[src/rtl/cart_upload.sv]
// HPS ioctl upload responder: serves byte reads of cartridge memory through a
// req/ack memory port, holding ioctl_wait while each fetch is outstanding.
module cart_upload #(
  parameter int          AW   = 16,
  parameter logic [7:0]  FILL = 8'hFF,
  parameter int          TMO  = 255
) (
  input  logic          clk_sys,
  input  logic          reset_n,
  input  logic          ioctl_upload,
  input  logic          ioctl_rd,
  input  logic [24:0]   ioctl_addr,
  output logic [7:0]    ioctl_din,
  output logic          ioctl_wait,
  input  logic [AW:0]   size,
  output logic          mem_req,
  output logic [AW-1:0] mem_addr,
  input  logic          mem_ack,
  input  logic [7:0]    mem_q,
  output logic          busy,
  output logic          done,
  output logic [AW:0]   rd_count,
  output logic          err
);

  localparam logic [1:0] S_IDLE  = 2'd0;
  localparam logic [1:0] S_ARMED = 2'd1;
  localparam logic [1:0] S_FETCH = 2'd2;

  // Timeout fires at the end of the TMO-th FETCH cycle without an ack.
  localparam logic [7:0] TMO_LAST = 8'(TMO - 1);

  logic [1:0]  state;
  logic        upload_q;
  logic [AW:0] size_q;
  logic [7:0]  tmo_cnt;

  logic        up_rise;
  logic        up_fall;
  logic        in_range;
  logic [AW:0] count_inc;

  assign up_rise   = ioctl_upload & ~upload_q;
  assign up_fall   = ~ioctl_upload & upload_q;
  assign in_range  = (ioctl_addr[24:AW] == '0) &&
                     ({1'b0, ioctl_addr[AW-1:0]} < size_q);
  assign count_inc = (rd_count == '1) ? rd_count : rd_count + (AW+1)'(1);
  assign busy      = (state != S_IDLE);

  // NOTE: all state is updated with non-blocking assignments so every branch
  // sees the pre-edge values regardless of statement order.
  always_ff @(posedge clk_sys or negedge reset_n) begin
    if (!reset_n) begin
      state      <= S_IDLE;
      upload_q   <= 1'b0;
      size_q     <= '0;
      tmo_cnt    <= '0;
      ioctl_din  <= FILL;
      ioctl_wait <= 1'b0;
      mem_req    <= 1'b0;
      mem_addr   <= '0;
      done       <= 1'b0;
      rd_count   <= '0;
      err        <= 1'b0;
    end else begin
      upload_q <= ioctl_upload;
      done     <= 1'b0;

      case (state)
        S_IDLE: begin
          if (up_rise) begin
            size_q   <= size;
            rd_count <= '0;
            err      <= 1'b0;
            state    <= S_ARMED;
          end
        end

        S_ARMED: begin
          // Session end takes priority over a coincident read strobe.
          if (up_fall) begin
            state <= S_IDLE;
            done  <= 1'b1;
          end else if (ioctl_rd) begin
            if (in_range) begin
              mem_addr   <= ioctl_addr[AW-1:0];
              mem_req    <= 1'b1;
              ioctl_wait <= 1'b1;
              tmo_cnt    <= '0;
              state      <= S_FETCH;
            end else begin
              ioctl_din <= FILL;
              rd_count  <= count_inc;
            end
          end
        end

        S_FETCH: begin
          if (up_fall) begin
            // Abort: data of a coincident ack is discarded, ioctl_din kept.
            mem_req    <= 1'b0;
            ioctl_wait <= 1'b0;
            done       <= 1'b1;
            state      <= S_IDLE;
          end else begin
            if (ioctl_rd) err <= 1'b1;
            if (mem_ack) begin
              ioctl_din  <= mem_q;
              mem_req    <= 1'b0;
              ioctl_wait <= 1'b0;
              rd_count   <= count_inc;
              state      <= S_ARMED;
            end else if (tmo_cnt == TMO_LAST) begin
              ioctl_din  <= FILL;
              err        <= 1'b1;
              mem_req    <= 1'b0;
              ioctl_wait <= 1'b0;
              rd_count   <= count_inc;
              state      <= S_ARMED;
            end else begin
              tmo_cnt <= tmo_cnt + 8'd1;
            end
          end
        end

        default: state <= S_IDLE;
      endcase
    end
  end

endmodule

[config.mk]
export PLATFORM = sky130hd
export DESIGN_NAME = cart_upload
export DESIGN_NICKNAME = d
export VERILOG_FILES = /design/src/rtl/cart_upload.sv
export SDC_FILE = /design/constraint.sdc
export NUM_CORES = 1
export LEC_CHECK = 0
export ABC_CLOCK_PERIOD_IN_PS = 3700
export BUFFER_PORTS_ARGS = -buffer_cell sky130_fd_sc_hd__buf_2
export CAP_MARGIN = 20
export CORE_ASPECT_RATIO = 0.6
export CORE_MARGIN = 10
export CORE_UTILIZATION = 30
export CTS_BUF_LIST = sky130_fd_sc_hd__clkbuf_16
export CTS_CLUSTER_DIAMETER = 200
export DETAILED_ROUTE_END_ITERATION = 10
export GPL_TIMING_DRIVEN = 1
export PLACE_DENSITY = 0.61
export SETUP_SLACK_MARGIN = 0.2
export SLEW_MARGIN = 15
export SYNTH_ARGS = -nofsm -noshare
export SYNTH_HDL_FRONTEND = slang
export SYNTH_SLANG_ARGS = --single-unit
export TNS_END_PERCENT = 100
[constraint.sdc]
create_clock -name clk_sys -period 3.7 [get_ports clk_sys]
set_input_delay 0 -clock clk_sys [delete_from_list [all_inputs] [get_ports clk_sys]]
set_output_delay 0 -clock clk_sys [all_outputs]
set_load 0.01 [all_outputs]
==> metrics.md, run 1 <==
| Metric | Value |
|---|---|
| Status | completed |
| Clock buffer count from CTS | 9 |
| GRT Util Overall | 12.03% |
| Multiplexer area fraction after synthesis | 9.846% |
| CP max FO | 31 |
| CTS tree | yes |
| N_diodes | 0 |
| Number of synthesized flops with an enable pin | 0 |
| Die area | ~18000 sq um |
| Mapped Area | between 3000 and 4000 sq um |
| Post-CTS sizing | 0 |
| Count of max-cap constraint violations | 0 |
| Post-CTS setup buffer count | 0 |
| RSZ-0062 raised after global routing | false |
| Max_slew headroom | 46.78% |
| # setup viols final | 0 |
| DR pass1 iterations | 4 |
| Crit path DAT | 3.35 ns |
| Worst Setup End Kind | flip-flop |
| DRT Wirelength | 10800 um |
| Non-Filler Instances | 695 |
| Critical path required time | between 3 and 4 ns |
| Largest net degree at the start of global routing | 39 |
| Die height | roughly 110 um |
| Crit start category | flip-flop |
| Most frequent cells in the layout | buf_2 (100), dfrtp_1 (64), nand2_1 (43), dlygate4sd3_1 (43), nand3_1 (40) |
| Synth async-reset ratio | 100.0% |
| Final net count | 598 |
| Hold_buf cts | 43 |
| Clk pin slew, worst setup/hold paths | around 0.06 ns |
| Rows | 32 |
| Clk root buf | clkbuf_16 |
| Final period utilization | slightly above 80% |
| Max Slew Vio Count | 0 |
| Initial antenna violation count | 0 |
| Max Freq | 324.9 MHz |
| Vias per cell | 4.842 |
| Bufs on Longest Clock Path | 2 |
| Leak | between 2 and 3 nW |
| Synth Area in Compound Gates | between 10 and 15% |
| GPL Wtd Cong | 0.8007 |
| Post-synthesis sequential area ratio | roughly 47% |
| Peak supply drop | 0.2370 mV |
| Vias in the first global route | 3406 |
| Largest family of logic cells by synthesized area | simple AND/OR/NAND/NOR gates |
| Synth Area in XOR/XNOR | 0% |
| Yosys cell types | 47 |
| First-pass GRT wire length | 17680 um |
| HP Class | input pin to flip-flop |
| Setup TNS | 0 ns |
| Synth Area in Adders | 7.400% |
| H-tree depth | 3 |
| Num ports | 101 |
| Top_reg_cell synth | dfrtp_1 |
| Commonest non-fill, non-tap cell in the layout | buf_2 |
| Final antenna-violating net count | 0 |
| Die width | 167.0 um |
| Worst Skew | 0.009372 ns |
| Average size of a mapped cell | 10.34 sq um |
| DRC Markers | 0 |
| Wirelength per Cell | 15.54 um |
| Final min period | 3.078 ns |
| Flops & latches, synth | 72 |
| Power per cell area | 564.0 nW/um^2 |
| Initial DRC count | 151 |
| GRT overflow | 0 |
| Clock Latency Late Sink | approximately 0.34 ns |
| Via count | 3365 |
| Syn-to-layout area delta | 35.75% |
| Critical path type | flip-flop to flip-flop |
| Initial Util | a little under a third |
| I/O Buffers | 100 |
| Cells after Synth | 376 |
| Share of cells above drive strength 1 | 32.38% |
| Dpl cells | 636 |
| Final HPWL from detailed placement | 7801 um |
| Worst slew pin tran | 0.7964 ns |
| Core Footprint | 12770 sq um |
| Post-Syn Nets | 454 |
| CTS Sinks | 72 |
| Post-Synth Simple-Gate Area | 20.82% |
| Final hold viol count | 0 |
| Synth warnings | 0 |
==> path summary, 6_finish.rpt <==
kind | from | end | slack, ns | depth (start not counted)
setup / recovery | rd_count[0] | rd_count[10] | 0.62 | 11
hold / removal | ioctl_rd | err | 0.08 | 4
setup reg to reg | rd_count[0] | rd_count[10] | 0.62 | 11
hold reg to reg | size_q[11] | size_q[11] | 0.50 | 1
max in group asynchronous | reset_n | rd_count[0] | 2.40 | 3
min in group asynchronous | reset_n | mem_addr[0] | 0.29 | 2
==> per-stage QoR <==
| step | instance area (sq um) | hold slack (ns) | total power, W | setup slack (ns) | utilization, % |
|---|---|---|---|---|---|
| global route | 5279 | 0.1273 | 0.003208 | 0.3486 | 41.33 |
| global placement | 4553 | 0.1191 | 0.002070 | 0.7565 | 35.65 |
| CTS | 5279 | 0.07707 | 0.003021 | 0.6135 | 41.33 |
| floorplan | 3889 | -0.2956 | 0.001800 | 0.9614 | - |
| detailed placement | 4553 | 0.1262 | 0.002105 | 0.6220 | 35.65 |
| finish | 5279 | 0.08358 | 0.002977 | 0.6219 | 41.33 |
==> power by group <==
part | internal [W] | leakage (nW) | switching [W]
Combinational | 0.000434 | 1.47 | 0.000559
Clock | 0.000522 | 0.147 | 0.000345
Sequential | 0.000966 | 0.918 | 0.000152
Total | 0.00192 | 2.54 | 0.00106
==> cells in the mapped netlist, types with 3 or more instances <==
library cell,n,area share [%]
dfrtp_1,64,41
nand2_1,43,4.2
nand3_1,40,5.1
mux2_2,34,9.8
inv_1,25,2.4
ha_1,23,7.4
nor2_1,22,2.1
a21oi_1,10,1.3
or4b_1,10,2.6
clkbuf_1,9,0.87
o21ai_0,9,1.2
a221o_1,8,2.1
dfstp_2,8,5.4
o22a_1,8,1.8
nand2b_1,5,0.80
nor3_1,5,0.64
and3_1,4,0.64
nand4_1,4,0.64
a31oi_1,3,0.48
nand4b_1,3,0.68
nor2b_1,3,0.48
nor4b_1,3,0.68
o31ai_1,3,0.58
==> registers in the layout, indices dropped and copies added, names as in the netlist <==
register	count
err	1
state	2
mem_req	1
tmo_cnt	8
rd_count	17
size_q	17
mem_addr	16
done	1
ioctl_din	8
upload_q	1
==> final cells by class <==
| class | instances | area, sq um |
|---|---|---|
| Fill cell | 1205 | 7493 |
| Sequential cell | 72 | 1812 |
| Tap cell | 170 | 212.7 |
| Clock inverter | 7 | 70.07 |
| Multi-Input combinational cell | 266 | 1912 |
| Clock buffer | 9 | 225.2 |
| Inverter | 25 | 93.84 |
| Timing Repair Buffer | 146 | 953.4 |
==> worst max-delay path, cell delays in order, from the launching register on <==
cell      delay [ns]
dfrtp_1         0.41
ha_1            0.24
nand3_1         0.13
nor2_1          0.12
nand4_1         0.14
nor2_1          0.08
ha_1            0.18
a221oi_1        0.51
nand4_1         0.15
a21o_2          0.39
or4b_1          0.57
nand3_1         0.10
==> routing by layer <==
metal | wire, um | part of all wire [%] | vias to the layer above | GRT usage (%)
met2 | 4808 | 45 | 100 | 18.39
met4 | 200 | 1.9 | 0 | 4.869
met1 | 5032 | 47 | 1591 | 15.22
li1 | - | - | 1658 | -
met5 | 0 | 0 | - | 0
met3 | 758 | 7.0 | 16 | 4.348
==> logic make-up after synthesis <==
| group | count (synthesis) |
|---|---|
| and+or+nand+nor | 154 |
| muxes | 34 |
| adders and majority gates | 23 |
| DFF | 72 |
| AOI/OAI and AO/OA | 55 |
| buffers and inverters | 38 |
(Power assumes the default switching activity.)
==> inputs of run 2 (changes only) <==
- ABC_AREA: unset -> 1
- ABC_CLOCK_PERIOD_IN_PS: 3700 -> 2950
- clock period: 3.7 -> 2.95 ns (I/O delays scaled with it)
==> run 2 against run 1 <==
Against the previous run: power grew 23%; sequential power up 20%; first-iteration DRC count up 32%; clock skew down 0.0036 ns; sequential share of layout area down 1.6 points; non-clock buffer count is the same; via count is 13% higher; die area increased by 6.2%; cell area grew 4.9%; largest cell class unchanged; cell count up 23%; register-to-register slack worse by 0.07 ns.
==> metrics.md, run 2 <==
| Metric | Value |
|---|---|
| Slowest CP cell | dfrtp_1 |
| Top-area cell type share of the netlist area | 38.38% (-2.8 points) |
| Final min period | 2.399 ns (-0.6796 ns) |
| Number of synthesized flops with an enable pin | 0 (unchanged) |
| Biggest regs | rd_count: 17 flops, size_q: 17 flops, mem_addr: 16 flops |
| Worst Setup End Kind | flip-flop |
| Initial antenna violation count | 0 (unchanged) |
| Num ports | 101 (unchanged) |
| Status | completed |
| Power per cell area | 660.9 nW/um^2 (+17%) |
| Synth Area in XOR/XNOR | 1.469% (+1.5 points) |
| CTS tree | yes |
| Leak | 2.881 nW (+13%) |
| # setup viols final | 0 (unchanged) |
| Rows | 33 (+3.1%) |
| DRT Wirelength | 11700 um (+8.3%) |
| Vias in the first global route | 3719 (+9.2%) |
| Crit path DAT | 2.66 ns (-0.69 ns) |
| Core Footprint | 13630 sq um (+6.7%) |
| Max incr delay on CP | 0.41 ns (-0.16 ns) |
| Post-Syn Nets | 606 (+33%) |
| Clock buffer count from CTS | 9 (unchanged) |
| Die height | 111.4 um (+2.9%) |
| Most numerous cell in the Yosys netlist | nand2_1 |
| Multiplexer area fraction after synthesis | 0.2699% (-9.6 points) |
| Syn-to-layout area delta | 32.71% |
| GRT overflow | 0 (unchanged) |
| Final hold viol count | 0 (unchanged) |
| Mapped Area | 4173 sq um (+7.3%) |
| Synth warnings | 0 (unchanged) |
| Share of cells above drive strength 1 | 26.14% (-6.2 points) |
| Final antenna-violating net count | 0 (unchanged) |
| N_diodes | 0 (unchanged) |
| Critical R2R Launch | rd_count[0] |
| CP max FO | 20 (-35%) |
| Initial DRC count | 199 (+32%) |
| H-tree depth | 3 (unchanged) |
| Wirelength per Cell | 13.73 um (-12%) |
| Worst-path cell chain | ha_1, nand2_1, nor2_1, nand2_1, nor3_1, nand4_1, nor2_1, ha_1, nand2_1, nand3_1, nor2_2, nand2_2, buf_12, nand2_1, o21ai_2 |
| Final core occ | 40.64% (-0.69 points) |
| Buffers & Inverters on Critical Path | 1 (+1) |
| GRT Util Overall | 12.41% (+0.39 points) |
| Synth async-reset ratio | 100.0% (unchanged) |
| Final HPWL from detailed placement | 8801 um (+13%) |
| Average size of a mapped cell | 7.903 sq um (-24%) |
| Initial Util | 30.62% (+0.18 points) |
| Post-synthesis sequential area ratio | 43.42% (-3.2 points) |
| Max_slew headroom | 38.04% (-8.7 points) |
| Clk pin slew, worst setup/hold paths | 0.06 ns (about the same) |
| Most frequent CP cell | nand2_1 |
| Worst Skew | 0.005803 ns (-0.003569 ns) |
| Vias per cell | 4.455 (-8.0%) |
| Clk root buf | clkbuf_16 |
| FF-to-FF setup slack | 0.55 ns (-0.07 ns) |
| Setup TNS | 0 ns (unchanged) |
| Most frequent cells in the layout | nand2_1 (150), buf_2 (99), dfrtp_1 (64) |
| Critical path required time | 3.21 ns (-0.76 ns) |
| Die area | 19180 sq um (+6.2%) |
| Synth Area in Adders | 6.897% (-0.50 points) |
| Final net count | 750 (+25%) |
| Worst slew pin tran | 0.9294 ns (+0.1330 ns) |
| Flops & latches, synth | 72 (unchanged) |
| I/O Buffers | 100 (unchanged) |
| Final period utilization | 81.31% (-1.9 points) |
| Max Freq | 416.9 MHz (+28%) |
| Setup crit end | rd_count[4] |
| Post-Synth Simple-Gate Area | 32.53% (+12 points) |
| Die width | 172.3 um (+3.2%) |
| CTS Sinks | 72 (unchanged) |
| RSZ-0062 raised after global routing | false |
| Peak supply drop | 0.3194 mV (+35%) |
| Critical path type | flip-flop to flip-flop |
| Clock Latency Late Sink | 0.33 ns (about the same) |
| Max Slew Vio Count | 0 (unchanged) |
| Commonest non-fill, non-tap cell in the layout | nand2_1 |
| Synth area leader | dfrtp_1 |
| Yosys cell types | 34 (-28%) |
| Bufs on Longest Clock Path | 2 (unchanged) |
| First-pass GRT wire length | 19550 um (+11%) |
| Post-CTS sizing | 0 (unchanged) |
| Largest family of logic cells by synthesized area | simple AND/OR/NAND/NOR gates |
| Critical R2R Capture | rd_count[4] |
| Crit start category | flip-flop |
| Setup crit start | rd_count[0] |
| Top_reg_cell synth | dfrtp_1 |
| DRC Markers | 0 (unchanged) |
| GPL Wtd Cong | 0.8073 (+0.82%) |
| Cells on worst reg2reg path | 15 (+4) |
| HP Class | input pin to flip-flop |
| Total power | 0.003660 W (+23%) |
| Cells after Synth | 528 (+40%) |
| Synth top cells by count | nand2_1 (150), dfrtp_1 (64), nor2_1 (58) |
| Largest net degree at the start of global routing | 73 (+87%) |
| Area contributors post-synth | dfrtp_1 (38%), nand2_1 (13%), ha_1 (6.9%) |
| Synth Area in Compound Gates | 8.546% (-2.6 points) |
| WP depth | 15 (+4) |
| Via count | 3796 (+13%) |
| Family with the most delay on the worst path | simple AND/OR/NAND/NOR gates |
| DR pass1 iterations | 5 (+1) |
| Count of max-cap constraint violations | 0 (unchanged) |
-- run 2: cell types whose count changed after synthesis, moves of 10 or more --
| cell | delta |
|---|---|
| or2_2 | +11 |
| nor2_1 | +36 |
| o21ai_2 | +17 |
| nand2_1 | +107 |
| a21oi_1 | +17 |
| or4b_1 | -10 |
| mux2_2 | -33 |
| inv_1 | +24 |
| nand4_1 | +13 |
-- run 2: layer usage --
metal	global-route usage, %	vias to the layer above	share of wire [%]
li1	-	1994	-
met3	3.386	9	5.9
met1	17.68	1702	50
met2	18.20	91	44
met4	2.746	0	0.74
met5	0	-	0
-- run 2: worst min-delay path: stages --
cell and delay [ns]:
buf_2 0.08, or2_2 0.10, nand3_1 0.07, nand2_1 0.07
-- run 2: cell type report --
class                           count  area, sq um
Fill cell                        1407         8088
Clock inverter                      7        53.80
Clock buffer                        9        225.2
Sequential cell                    72         1812
Tap cell                          175        219.0
Timing Repair Buffer              146        958.4
Multi-Input combinational cell    391         2074
Inverter                           52        195.2
-- run 2: cell families (layout without fill, tap and decap cells) --
kind of cell | after synthesis | count (layout)
AOI/OAI and AO/OA | 56 | 56
xor gates and xnor gates | 7 | 7
adders and majority gates | 23 | 23
buffers and inverters | 65 | 214
DFF | 72 | 72
muxes | 1 | 1
and+or+nand+nor | 304 | 304
-- run 2: repair_timing --
item                                   in CTS  in global routing
hold buffers                               39                  0
endpoints found under the hold margin     102                  0
buffers inserted                            0                  0
-- run 2: metrics by stage --
stage / cells / instance area (sq um) / worst slack, ns / hold slack (ns)
2_1_floorplan: 528 / 4173 / 0.8353 / -0.2956
3_3_place_gp: 797 / 4868 / 0.6584 / 0.1528
3_5_place_dp: 797 / 4868 / 0.5625 / 0.1578
4_1_cts: 852 / 5538 / 0.5475 / 0.003907
5_1_grt: 852 / 5538 / 0.2675 / 0.02554
6_report: 852 / 5538 / 0.5515 / 0.01934
-- run 2: power breakdown --
part           switching [W]  total (W)  internal [W]
Sequential         0.0000993    0.00134       0.00124
Clock               0.000390    0.00103      0.000638
Combinational       0.000833    0.00130      0.000463
-- run 2: worst min path at each step --
stage	startpoint	end	slack, ns	cells after the start
floorplan	reset_n	done	-0.30	0
global placement	ioctl_upload	upload_q	0.15	1
detailed placement	ioctl_upload	upload_q	0.16	1
CTS	mem_q[0]	ioctl_din[0]	0.004	4
global route	mem_q[4]	ioctl_din[4]	0.03	4
finish	mem_q[4]	ioctl_din[4]	0.02	4
